===== config.mk =====
export PLATFORM = sky130hd
export DESIGN_NAME = operand_fetch
export DESIGN_NICKNAME = d
export VERILOG_FILES = /design/src/rtl/raisin64_pkg.sv /design/src/rtl/reg_scoreboard.sv /design/src/rtl/operand_fetch.sv
export SDC_FILE = /design/constraint.sdc
export NUM_CORES = 1
export LEC_CHECK = 0
export ABC_AREA = 0
export BUFFER_PORTS_ARGS = -buffer_cell sky130_fd_sc_hd__buf_2
export CORE_MARGIN = 2
export CORE_UTILIZATION = 45
export CTS_CLUSTER_DIAMETER = 30
export CTS_CLUSTER_SIZE = 28
export DETAILED_ROUTE_END_ITERATION = 10
export GPL_ROUTABILITY_DRIVEN = 1
export HOLD_SLACK_MARGIN = 0.06
export PLACE_DENSITY = 0.68
export SKIP_LAST_GASP = 1
export SYNTH_ARGS = -nofsm -noshare
export SYNTH_HDL_FRONTEND = slang
export SYNTH_SLANG_ARGS = --single-unit
export TNS_END_PERCENT = 10

===== constraint.sdc =====
create_clock -name clk -period 9.3 [get_ports clk]
set_input_delay 1.86 -clock clk [delete_from_list [all_inputs] [get_ports clk]]
set_output_delay 1.86 -clock clk [all_outputs]
set_load 0.02 [all_outputs]

===== src/rtl/raisin64_pkg.sv =====
// Shared register-file constants and helpers for the
// raisin64 operand-fetch slice.
package raisin64_pkg;

  localparam int REG_N_W  = 6;
  localparam int NUM_REGS = 64;
  localparam int XLEN     = 64;

  typedef logic [REG_N_W-1:0] reg_n_t;

  localparam reg_n_t REG_ZERO = 6'd0;

  function automatic logic wb_hits(
    input logic   en,
    input reg_n_t wrn,
    input reg_n_t r
  );
    return en && (wrn == r) && (r != REG_ZERO);
  endfunction

endpackage


===== src/rtl/reg_scoreboard.sv =====
// Pending-write scoreboard: one bit per architectural
// register, with three same-cycle hazard lookups.
module reg_scoreboard
  import raisin64_pkg::*;
(
  input  logic   clk,
  input  logic   rst,
  input  logic   set_en,
  input  reg_n_t set_rn,
  input  logic   wb_en,
  input  reg_n_t wb_rn,
  input  reg_n_t q1_rn,
  input  reg_n_t q2_rn,
  input  reg_n_t q3_rn,
  output logic   hz1,
  output logic   hz2,
  output logic   hz3
);

  logic [NUM_REGS-1:0] pending;

  // set is written last so it wins a same-register collision
  always_ff @(posedge clk) begin
    if (rst) begin
      pending <= '0;
    end else begin
      if (wb_en && wb_rn != REG_ZERO)
        pending[wb_rn] <= 1'b0;
      if (set_en && set_rn != REG_ZERO)
        pending[set_rn] <= 1'b1;
    end
  end

  assign hz1 = pending[q1_rn] &&
               !wb_hits(wb_en, wb_rn, q1_rn);
  assign hz2 = pending[q2_rn] &&
               !wb_hits(wb_en, wb_rn, q2_rn);
  assign hz3 = pending[q3_rn] &&
               !wb_hits(wb_en, wb_rn, q3_rn);

endmodule


===== src/rtl/operand_fetch.sv =====
// Operand-read stage: hazard check, regfile read,
// writeback bypass and a valid/ready register to execute.
module operand_fetch
  import raisin64_pkg::*;
#(
  parameter int PAYLOAD_W = 32,
  parameter int XLEN      = 64
) (
  input  logic                 clk,
  input  logic                 rst,
  input  logic                 dec_valid,
  output logic                 dec_ready,
  input  logic [5:0]           dec_rs1,
  input  logic [5:0]           dec_rs2,
  input  logic [5:0]           dec_rd,
  input  logic                 dec_rd_en,
  input  logic [PAYLOAD_W-1:0] dec_payload,
  output logic [5:0]           rf_r1_rn,
  output logic [5:0]           rf_r2_rn,
  input  logic [XLEN-1:0]      rf_r1_data,
  input  logic [XLEN-1:0]      rf_r2_data,
  input  logic                 wb_en,
  input  logic [5:0]           wb_rn,
  input  logic [XLEN-1:0]      wb_data,
  output logic                 ex_valid,
  input  logic                 ex_ready,
  output logic [XLEN-1:0]      ex_op1,
  output logic [XLEN-1:0]      ex_op2,
  output logic [5:0]           ex_rd,
  output logic                 ex_rd_en,
  output logic [PAYLOAD_W-1:0] ex_payload
);

  typedef struct packed {
    reg_n_t                rs1;
    reg_n_t                rs2;
    reg_n_t                rd;
    logic                  rd_en;
    logic [PAYLOAD_W-1:0]  payload;
  } s1_t;

  s1_t             s1;
  s1_t             dec_op;
  logic            s1_valid;
  logic            byp1;
  logic            byp2;
  logic [XLEN-1:0] byp_data;

  logic hz1, hz2, hz3;
  logic hazard;
  logic s1_adv;
  logic s1_hold;
  logic accept;

  reg_scoreboard u_sb (
    .clk    (clk),
    .rst    (rst),
    .set_en (accept && dec_rd_en),
    .set_rn (dec_rd),
    .wb_en  (wb_en),
    .wb_rn  (wb_rn),
    .q1_rn  (dec_rs1),
    .q2_rn  (dec_rs2),
    .q3_rn  (dec_rd),
    .hz1    (hz1),
    .hz2    (hz2),
    .hz3    (hz3)
  );

  assign dec_op = '{
    rs1:     dec_rs1,
    rs2:     dec_rs2,
    rd:      dec_rd,
    rd_en:   dec_rd_en,
    payload: dec_payload
  };

  assign hazard  = hz1 || hz2 || (dec_rd_en && hz3);
  assign s1_adv  = !ex_valid || ex_ready;
  assign s1_hold = s1_valid && !s1_adv;
  assign dec_ready = !rst && !hazard && !s1_hold;
  assign accept  = dec_valid && dec_ready;

  assign rf_r1_rn = s1_hold ? s1.rs1 : dec_rs1;
  assign rf_r2_rn = s1_hold ? s1.rs2 : dec_rs2;

  // A held op re-reads the regfile, which by then
  // holds the bypassed value, so the flags drop.
  always_ff @(posedge clk) begin
    if (rst) begin
      s1_valid   <= 1'b0;
      s1         <= '0;
      byp1       <= 1'b0;
      byp2       <= 1'b0;
      byp_data   <= '0;
      ex_valid   <= 1'b0;
      ex_op1     <= '0;
      ex_op2     <= '0;
      ex_rd      <= '0;
      ex_rd_en   <= 1'b0;
      ex_payload <= '0;
    end else begin
      if (!s1_hold)
        s1_valid <= accept;
      unique case (1'b1)
        accept: begin
          s1       <= dec_op;
          byp1     <= wb_hits(wb_en, wb_rn, dec_rs1);
          byp2     <= wb_hits(wb_en, wb_rn, dec_rs2);
          byp_data <= wb_data;
        end
        s1_hold: begin
          byp1 <= 1'b0;
          byp2 <= 1'b0;
        end
        default: ;
      endcase
      if (s1_adv) begin
        ex_valid <= s1_valid;
        if (s1_valid) begin
          ex_op1     <= byp1 ? byp_data : rf_r1_data;
          ex_op2     <= byp2 ? byp_data : rf_r2_data;
          ex_rd      <= s1.rd;
          ex_rd_en   <= s1.rd_en;
          ex_payload <= s1.payload;
        end
      end
    end
  end

endmodule


==> qor.yml, run 1 <==
dieHeight_um: 197
clock_skew_ns: 0.0181
synth_warnings: 0
finalCritPeriodShare: 0.657
syn_inst: 1720
clockBufferDepth: 3
netlist_top_cells_count: "350 x dfxtp_1, 153 x mux2i_1, 152 x nor2b_1"
clkTransAtPathRegs_ns: 0.04
fmax_ghz: 0.164
area_delta_synth_final_pct: 31.1
dpl-instance-area_um2: 19000
post_drt_wl_per_cell_um: 22.3
ys_ff_latch: 350
syn_nets: 1974
yosys.area.top_type: "dfxtp_1"
stdcell_area_um2: 21900
relSlewSlack: 0.161
place_ws_ns: 3.21
setup_tns_ns: 0
cp_data_required_time_ns: 7.44
grt_max_degree: 126
worstHoldPathType: "flip-flop to flip-flop"
via_per_inst: 5.67
synth_edf_count: 0
r2r_slack_ns: 5.56
core-area_um2: 36600
drt-pass1-iter-count: 5
grt_busiest_layer: "met2"
die_area_um2: 38700
drtIter0Drc: 1147
max-cap-violations: 0
rsz0062_at_grt: "false"
drc: 0
portBuffers: 434
path_class: "input port to output pin"
status: "finished, final reports clean"
yosysMostFrequentCell: "dfxtp_1"
hp-start: "s1[17]$_SDFFE_PP0P_"
clkSinkCount: 350
report.final.slew_viol_count: 0
critPathArrivalTime_ns: 4.25
drive_gt1_frac: 0.348
synth_area_um2: 16700
grt_pass1_wl_um: 87300
place_congestion: 0.959
die_w_um: 197
synthTopCellsByArea: "dfxtp_1 42%, mux2i_1 9.2%, mux2_2 7.3%, a211oi_1 5.8%, nor2b_1 5.7%"
hold_violations: 0
synthFlopType: "dfxtp_1"
cts_setup_buffers: 0
leakagePower_nw: 8.84
n_fill_cell: 3150
antenna_found_initial: 23
overflow: 0
avgSynthCellArea_um2: 9.72
gr-usage-met1: 0.355
grt_util_all_layers: 0.292
setup_viol: 0
wl_um: 59100
layout_setup_ws_ns: 3.19
gr-usage-met2: 0.470
path_max_fanout: 36
synth_top_area_share: 0.419
period_minus_slack_ns: 6.11
first_global_vias: 14900
cts_resized: 0
r2r_start: "u_sb.pending[61]$_SDFF_PP0_"
cts.htree.levels: 3
cts-root-buf: "clkbuf_16"
row_count: 70
cts_made_buffers: 83
startpoint_type: "input port"
end_kind: "output pin"
antenna_left: 0
multiInputGateArea_um2: 9040
ir_worst_vdd_uv: 155
critPathLaunch: "dec_rd[2]"
place_hpwl_um: 40900
synth_seq_area_share: 0.419
yosys.cell_types.count: 56
start_util: 0.457
dr_total_vias: 15000
seqCellArea_um2: 7010
nets: 2351
hold_buffers: 0
ioPinCount: 435
cts_tree: "done"
clk_latency_ns: 0.60
async_flop_share: 0
grt_util_met3: 0.0758
cellPowerDensity_nw_per_um2: 231
worstMarginPinSlew_ns: 1.26
-- logic make-up after synthesis --
group / Yosys count / share of synthesized area
buffers and inverters: 162 / 0.0402
AOI/OAI and AO/OA: 320 / 0.137
muxes: 318 / 0.228
xor gates and xnor gates: 15 / 0.00786
and+or+nand+nor: 555 / 0.168
DFF: 350 / 0.419
-- path summary, 6_finish.rpt --
path	endpoint	cells past startpoint
setup / recovery	dec_ready	7
hold / removal	ex_payload[17]$_SDFFE_PP0P_	2
setup reg to reg	s1[20]$_SDFFE_PP0P_	8
hold reg to reg	ex_payload[17]$_SDFFE_PP0P_	2
-- where the power goes --
| group | switching [mW] | internal, mW |
|---|---|---|
| Combinational | 0.268 | 0.187 |
| Clock | 0.930 | 2.05 |
| Sequential | 0.0484 | 1.59 |
| Total | 1.25 | 3.82 |
-- layout by cell type (no fill, tap or decap), drive strengths merged, types with 14 or more instances in the layout --
master / n
buf: 445
dfxtp: 350
mux2i: 153
nor2b: 152
nor2: 148
nand2: 144
a211oi: 129
mux2: 128
clkbuf: 103
o31ai: 57
a21oi: 47
nand3b: 38
mux4: 37
o21ai: 36
clkinv: 27
diode: 20
nand2b: 17
inv: 14
-- registers in the layout, summed over array words and instances (netlist names) --
register and cells:
ex_rd_en 1, s1 51, s1_valid 1, byp1 1
u_sb.pending 64, byp_data 64, ex_rd 6, ex_op2 64
ex_op1 64, ex_payload 32, byp2 1, ex_valid 1
-- area by class of cell --
| cell class | instances | share of cell area |
|---|---|---|
| timing repair buffer | 445 | 0.104 |
| sequential | 350 | 0.320 |
| tap | 468 | 0.0267 |
| clock buffer | 103 | 0.102 |
| clock inverter | 49 | 0.0305 |
| inverter | 9 | 0.00154 |
| antenna | 20 | 0.00228 |
| multi-input combinational | 1208 | 0.413 |
-- metal layers --
layer | vias to the layer above | routed length, µm
met4 | 6 | 2540
met1 | 7204 | 23400
met3 | 151 | 4940
li1 | 7003 | -
met5 | - | 40
met2 | 675 | 28100
-- worst max-delay path, cell delays in order --
cell and delay [ns]:
buf_2 0.57, mux2_2 0.41, a221o_1 0.31, a211o_1 0.29, o41a_1 0.46, nor2_1 0.16, buf_2 0.19
-- through the flow --
step / hold slack, ns / instances / power [mW] / utilization
4_1_cts: 0.444 / 2632 / 5.10 / 0.597
6_report: 0.441 / 2652 / 5.07 / 0.598
2_1_floorplan: 0.427 / 1720 / 1.94 / -
3_3_place_gp: 0.432 / 2480 / 2.10 / 0.518
3_5_place_dp: 0.438 / 2480 / 2.11 / 0.518
5_1_grt: 0.461 / 2651 / 5.23 / 0.598
Note: power is estimated with default switching activity, not from simulation.
==> run 2, diff against run 1 <==
Clock period 9.3 ns to 6.3 ns, I/O delays scaled along.
==> run 2 against run 1 <==
Against the previous run: clock skew grew 0.012 ns; wire length shrank 2.4%; power grew 49%; non-clock buffer count shrank 1; critical path type unchanged; first-iteration DRC count grew 6.5%; critical path depth is the same; die area is the same; critical endpoint unchanged.
==> qor.yml, run 2 (synthesis gave the netlist of run 1 again) <==
ioPinCount: 435
drc: 0
leakagePower_nw: 8.86
cts_made_buffers: 85
ir_worst_vdd_uv: 238
finalHoldWorstSlack_ns: 0.435
crit_path_top_delay_cell: "buf_2"
critPathLaunch: "dec_rd[2]"
first_global_vias: 14600
r2r_start: "ex_valid$_SDFFE_PP0P_"
worstHoldPathType: "flip-flop to flip-flop"
cts_tree: "done"
clk_latency_ns: 0.60
cp_data_required_time_ns: 5.04
die_area_um2: 38700
layout_commonest_cell: "buf_2"
final_cell_mix: "433 x buf_2, 348 x dfxtp_1, 153 x mux2i_1"
cts_setup_buffers: 0
dr_total_vias: 15200
drtIter0Drc: 1222
end_kind: "output pin"
fmax_ghz: 0.201
grt_busiest_layer: "met2"
report.final.slew_viol_count: 0
area_delta_synth_final_pct: 31.5
finalCritPeriodShare: 0.789
overflow: 0
via_per_inst: 5.73
portBuffers: 434
setup_viol: 0
status: "finished, final reports clean"
drt-pass1-iter-count: 8
finish.utilization: 0.600
slowest_delay_ns: 0.56
dpl-instance-area_um2: 19000
setup_tns_ns: 0
clockBufferDepth: 3
dieHeight_um: 197
wl_um: 57600
gr-usage-met2: 0.453
row_count: 70
dpl.cell_count: 2479
cellPowerDensity_nw_per_um2: 344
antenna_found_initial: 16
grt_max_degree: 175
hold_buffers: 0
core-area_um2: 36600
path_max_fanout: 36
antenna_left: 0
hold_violations: 0
crit_chain: "buf_2 -> mux2_2 -> a221o_1 -> a211o_1 -> o41a_1 -> nor2_1 -> buf_2"
clock_skew_ns: 0.0298
path_class: "input port to output pin"
place_hpwl_um: 38700
post_drt_wl_per_cell_um: 21.8
worstMarginPinSlew_ns: 1.12
cts_resized: 0
fin_cells: 2648
grt_util_all_layers: 0.286
cts-root-buf: "clkbuf_16"
place_congestion: 0.982
period_minus_slack_ns: 4.97
startpoint_type: "input port"
cts.htree.levels: 3
hp-start: "s1[2]$_SDFFE_PP0P_"
drive_gt1_frac: 0.347
critPathArrivalTime_ns: 3.71
clkTransAtPathRegs_ns: 0.04
crit_path_frequent_cell: "buf_2"
grt_util_met3: 0.0818
clkSinkCount: 350
start_util: 0.457
die_w_um: 197
stdcell_area_um2: 22000
relSlewSlack: 0.251
grt_pass1_wl_um: 85700
nets: 2352
max-cap-violations: 0
rsz0062_at_grt: "false"
gr-usage-met1: 0.356
## run 2: cell types whose count changed in the layout (fill, tap and decap cells not counted), sizes merged
cell	delta
inv	-1
clkinvlp	-1
buf	-1
clkinv	+1
diode	-7
clkbuf	+5
## run 2: final cells by class
cell class,instances,area (µm²)
fillers,3117,14600
multi-input cells,1208,9040
flip-flops and latches,350,7010
clock buffers,108,2290
repair buffers,444,2280
clock inverters,48,691
well taps,468,586
inverters,9,33.8
diodes,13,32.5
## run 2: path summary, 6_finish.rpt
kind	to	slack [ns]	cells after the start
setup / recovery	dec_ready	1.33	7
hold / removal	ex_payload[2]$_SDFFE_PP0P_	0.44	2
setup reg to reg	s1[29]$_SDFFE_PP0P_	2.63	8
hold reg to reg	ex_payload[2]$_SDFFE_PP0P_	0.44	2
## run 2: power breakdown
| part | total (mW) | switching [mW] | internal, mW | leakage (nW) |
|---|---|---|---|---|
| Clock | 4.48 | 1.40 | 3.08 | 1.45 |
| Combinational | 0.673 | 0.397 | 0.276 | 4.56 |
| Sequential | 2.41 | 0.0724 | 2.34 | 2.85 |
## run 2: through the flow
step	setup slack (ns)	power [mW]
after global placement	1.27	3.10
after CTS	1.38	7.62
final	1.33	7.57
after detailed placement	1.24	3.11
after global routing	1.29	7.81
after floorplan	1.95	2.87
## run 2: critical path: cells and delay by family
family	cells	cell delay (ns)
AND/OR/NAND/NOR	1	0.19
buffers and inverters	2	0.76
multiplexers	1	0.41
AO/OA/AOI/OAI	3	1.08
## run 2: per-layer routing
layer	vias to the layer above	wire length, µm
met5	-	49
met1	7211	22800
met3	184	5480
met2	770	26800
met4	6	2480
li1	7012	-
==> run 3, diff against run 2 <==
Clock period 6.3 ns to 5 ns, I/O delays scaled along.
==> run 3 against run 2 <==
Against the previous run: utilization is 0.18 points lower; clock power is 19% higher; power is 22% higher; sequential share of layout area is 0.098 points higher; worst setup slack worse by 0.59 ns; clock skew is 0.0076 ns lower; wire length is 2.0% higher; sequential power is 26% higher; cell area is 0.31% lower; sequential cell count stayed put; critical path type unchanged; highest routed layer unchanged.
==> qor.yml, run 3 (synthesis gave the netlist of run 1 again) <==
status: "finished, final reports clean"
max-cap-violations: 0
leakagePower_nw: 8.84
post_drt_wl_per_cell_um: 22.1
dr_total_vias: 15300
nets: 2360
wl_um: 58800
cp-endpoint: "dec_ready"
portBuffers: 434
setup_tns_ns: 0
crit_path_top_delay_cell: "o41a_1"
cp_top_family: "compound AO/OA/AOI/OAI gates"
grt_pass1_wl_um: 87500
slowest_delay_ns: 0.46
antenna_found_initial: 15
drc: 0
worstHoldPathType: "flip-flop to flip-flop"
area_delta_synth_final_pct: 31.1
rsz0062_at_grt: "false"
r2r_start: "u_sb.pending[37]$_SDFF_PP0_"
critPathBufInv: 2
drive_gt1_frac: 0.350
hold_violations: 0
period_minus_slack_ns: 4.26
rr_endpoint: "s1[50]$_SDFFE_PP0P_"
setup_viol: 0
cellPowerDensity_nw_per_um2: 422
clkSinkCount: 350
p_comb_frac: 0.093
cts_resized: 0
cp_data_required_time_ns: 4.00
layout_commonest_cell: "buf_2"
clock_skew_ns: 0.0222
cts_made_buffers: 83
startpoint_type: "input port"
drtIter0Drc: 1196
cp_num_cells: 7
finalHoldWorstSlack_ns: 0.430
place_congestion: 0.974
dieHeight_um: 197
antenna_left: 0
path_max_fanout: 20
place_ws_ns: 0.751
cts_tree: "done"
hold_buffers: 0
start_util: 0.457
via_per_inst: 5.75
die_w_um: 197
crit_chain: "buf_2 -> mux2_2 -> a221o_1 -> a211o_1 -> o41a_1 -> nor2_1 -> buf_2"
grt_util_all_layers: 0.293
cts_setup_buffers: 0
core-area_um2: 36600
clockBufferDepth: 3
finish.utilization: 0.598
overflow: 0
path_class: "input port to output pin"
ir_worst_vdd_uv: 321
die_area_um2: 38700
clkTransAtPathRegs_ns: 0.05
power_mw: 9.25
place_hpwl_um: 39900
cts.htree.levels: 3
final_cell_mix: "433 x buf_2, 348 x dfxtp_1, 153 x mux2i_1"
ioPinCount: 435
finalCritPeriodShare: 0.852
crit_path_frequent_cell: "buf_2"
report.final.slew_viol_count: 0
power_switching_mw: 2.30
row_count: 70
first_global_vias: 14900
reg2regPathDepth: 9
p_clk_frac: 0.578
swShare: 0.248
drt-pass1-iter-count: 6
fmax_ghz: 0.235
critPathArrivalTime_ns: 3.26
seqPwrFrac: 0.329
critPathLaunch: "dec_rd[2]"
cts-root-buf: "clkbuf_16"
relSlewSlack: 0.244
p_int_mw: 6.95
worstMarginPinSlew_ns: 1.13
clk_latency_ns: 0.59
r2r_slack_ns: 1.90
grt_max_degree: 124
layout_setup_ws_ns: 0.738
end_kind: "output pin"
-- run 3: changes by cell type in the layout (fill, tap and decap cells not counted), moves of 3 or more --
cell and change:
clkbuf_1 -3, clkbuf_8 +3, buf_4 +8, bufinv_16 -4, diode_2 +4, clkinv_8 -3
-- run 3: area by class of cell --
class                      count  area [µm²]
fill                        3167       14700
multi-input combinational   1208        9040
sequential                   350        7010
timing repair buffer         454        2380
clock buffer                 107        2300
tap                          468         586
clock inverter                43         508
antenna                       17        42.5
inverter                       9        33.8
-- run 3: power groups by stage --
stage          combinational [mW]  clock [mW]  sequential (mW)
2_1_floorplan               0.473           0             3.14
3_3_place_gp                0.832           0             3.08
3_5_place_dp                0.848           0             3.09
4_1_cts                     0.855        5.40             3.04
5_1_grt                     0.924        5.54             3.06
6_report                    0.860        5.34             3.04
-- run 3: worst min path at each step --
| stage | depth (start not counted) | slack [ns] | startpoint | endpoint |
|---|---|---|---|---|
| after detailed placement | 2 | 0.44 | s1[1]$_SDFFE_PP0P_ | ex_payload[1]$_SDFFE_PP0P_ |
| after floorplan | 2 | 0.43 | s1[0]$_SDFFE_PP0P_ | ex_payload[0]$_SDFFE_PP0P_ |
| after global placement | 2 | 0.43 | s1[28]$_SDFFE_PP0P_ | ex_payload[28]$_SDFFE_PP0P_ |
| final | 2 | 0.43 | s1[6]$_SDFFE_PP0P_ | ex_payload[6]$_SDFFE_PP0P_ |
| after global routing | 2 | 0.46 | s1[7]$_SDFFE_PP0P_ | ex_payload[7]$_SDFFE_PP0P_ |
| after CTS | 2 | 0.44 | s1[6]$_SDFFE_PP0P_ | ex_payload[6]$_SDFFE_PP0P_ |
-- run 3: metrics by stage --
stage,std cells,area (µm²)
finish,2656,21900
global placement,2489,19100
global route,2651,21900
detailed placement,2489,19100
CTS,2639,21900
floorplan,1720,16700
-- run 3: layer usage --
layer / share of wire / vias up / GRT usage
li1: - / 7010 / -
met1: 0.39 / 7225 / 0.352
met2: 0.47 / 820 / 0.472
met3: 0.099 / 210 / 0.0845
met4: 0.049 / 4 / 0.164
met5: 0.00054 / - / 0
-- run 3: worst register-to-register path: stages (launching register included) --
cell,delay (ns)
dfxtp_1,0.34
mux4_2,0.49
nand2_1,0.09
o221ai_1,0.10
mux2_2,0.28
o41a_1,0.41
or3b_4,0.54
buf_4,0.34
buf_4,0.26
mux2i_1,0.12
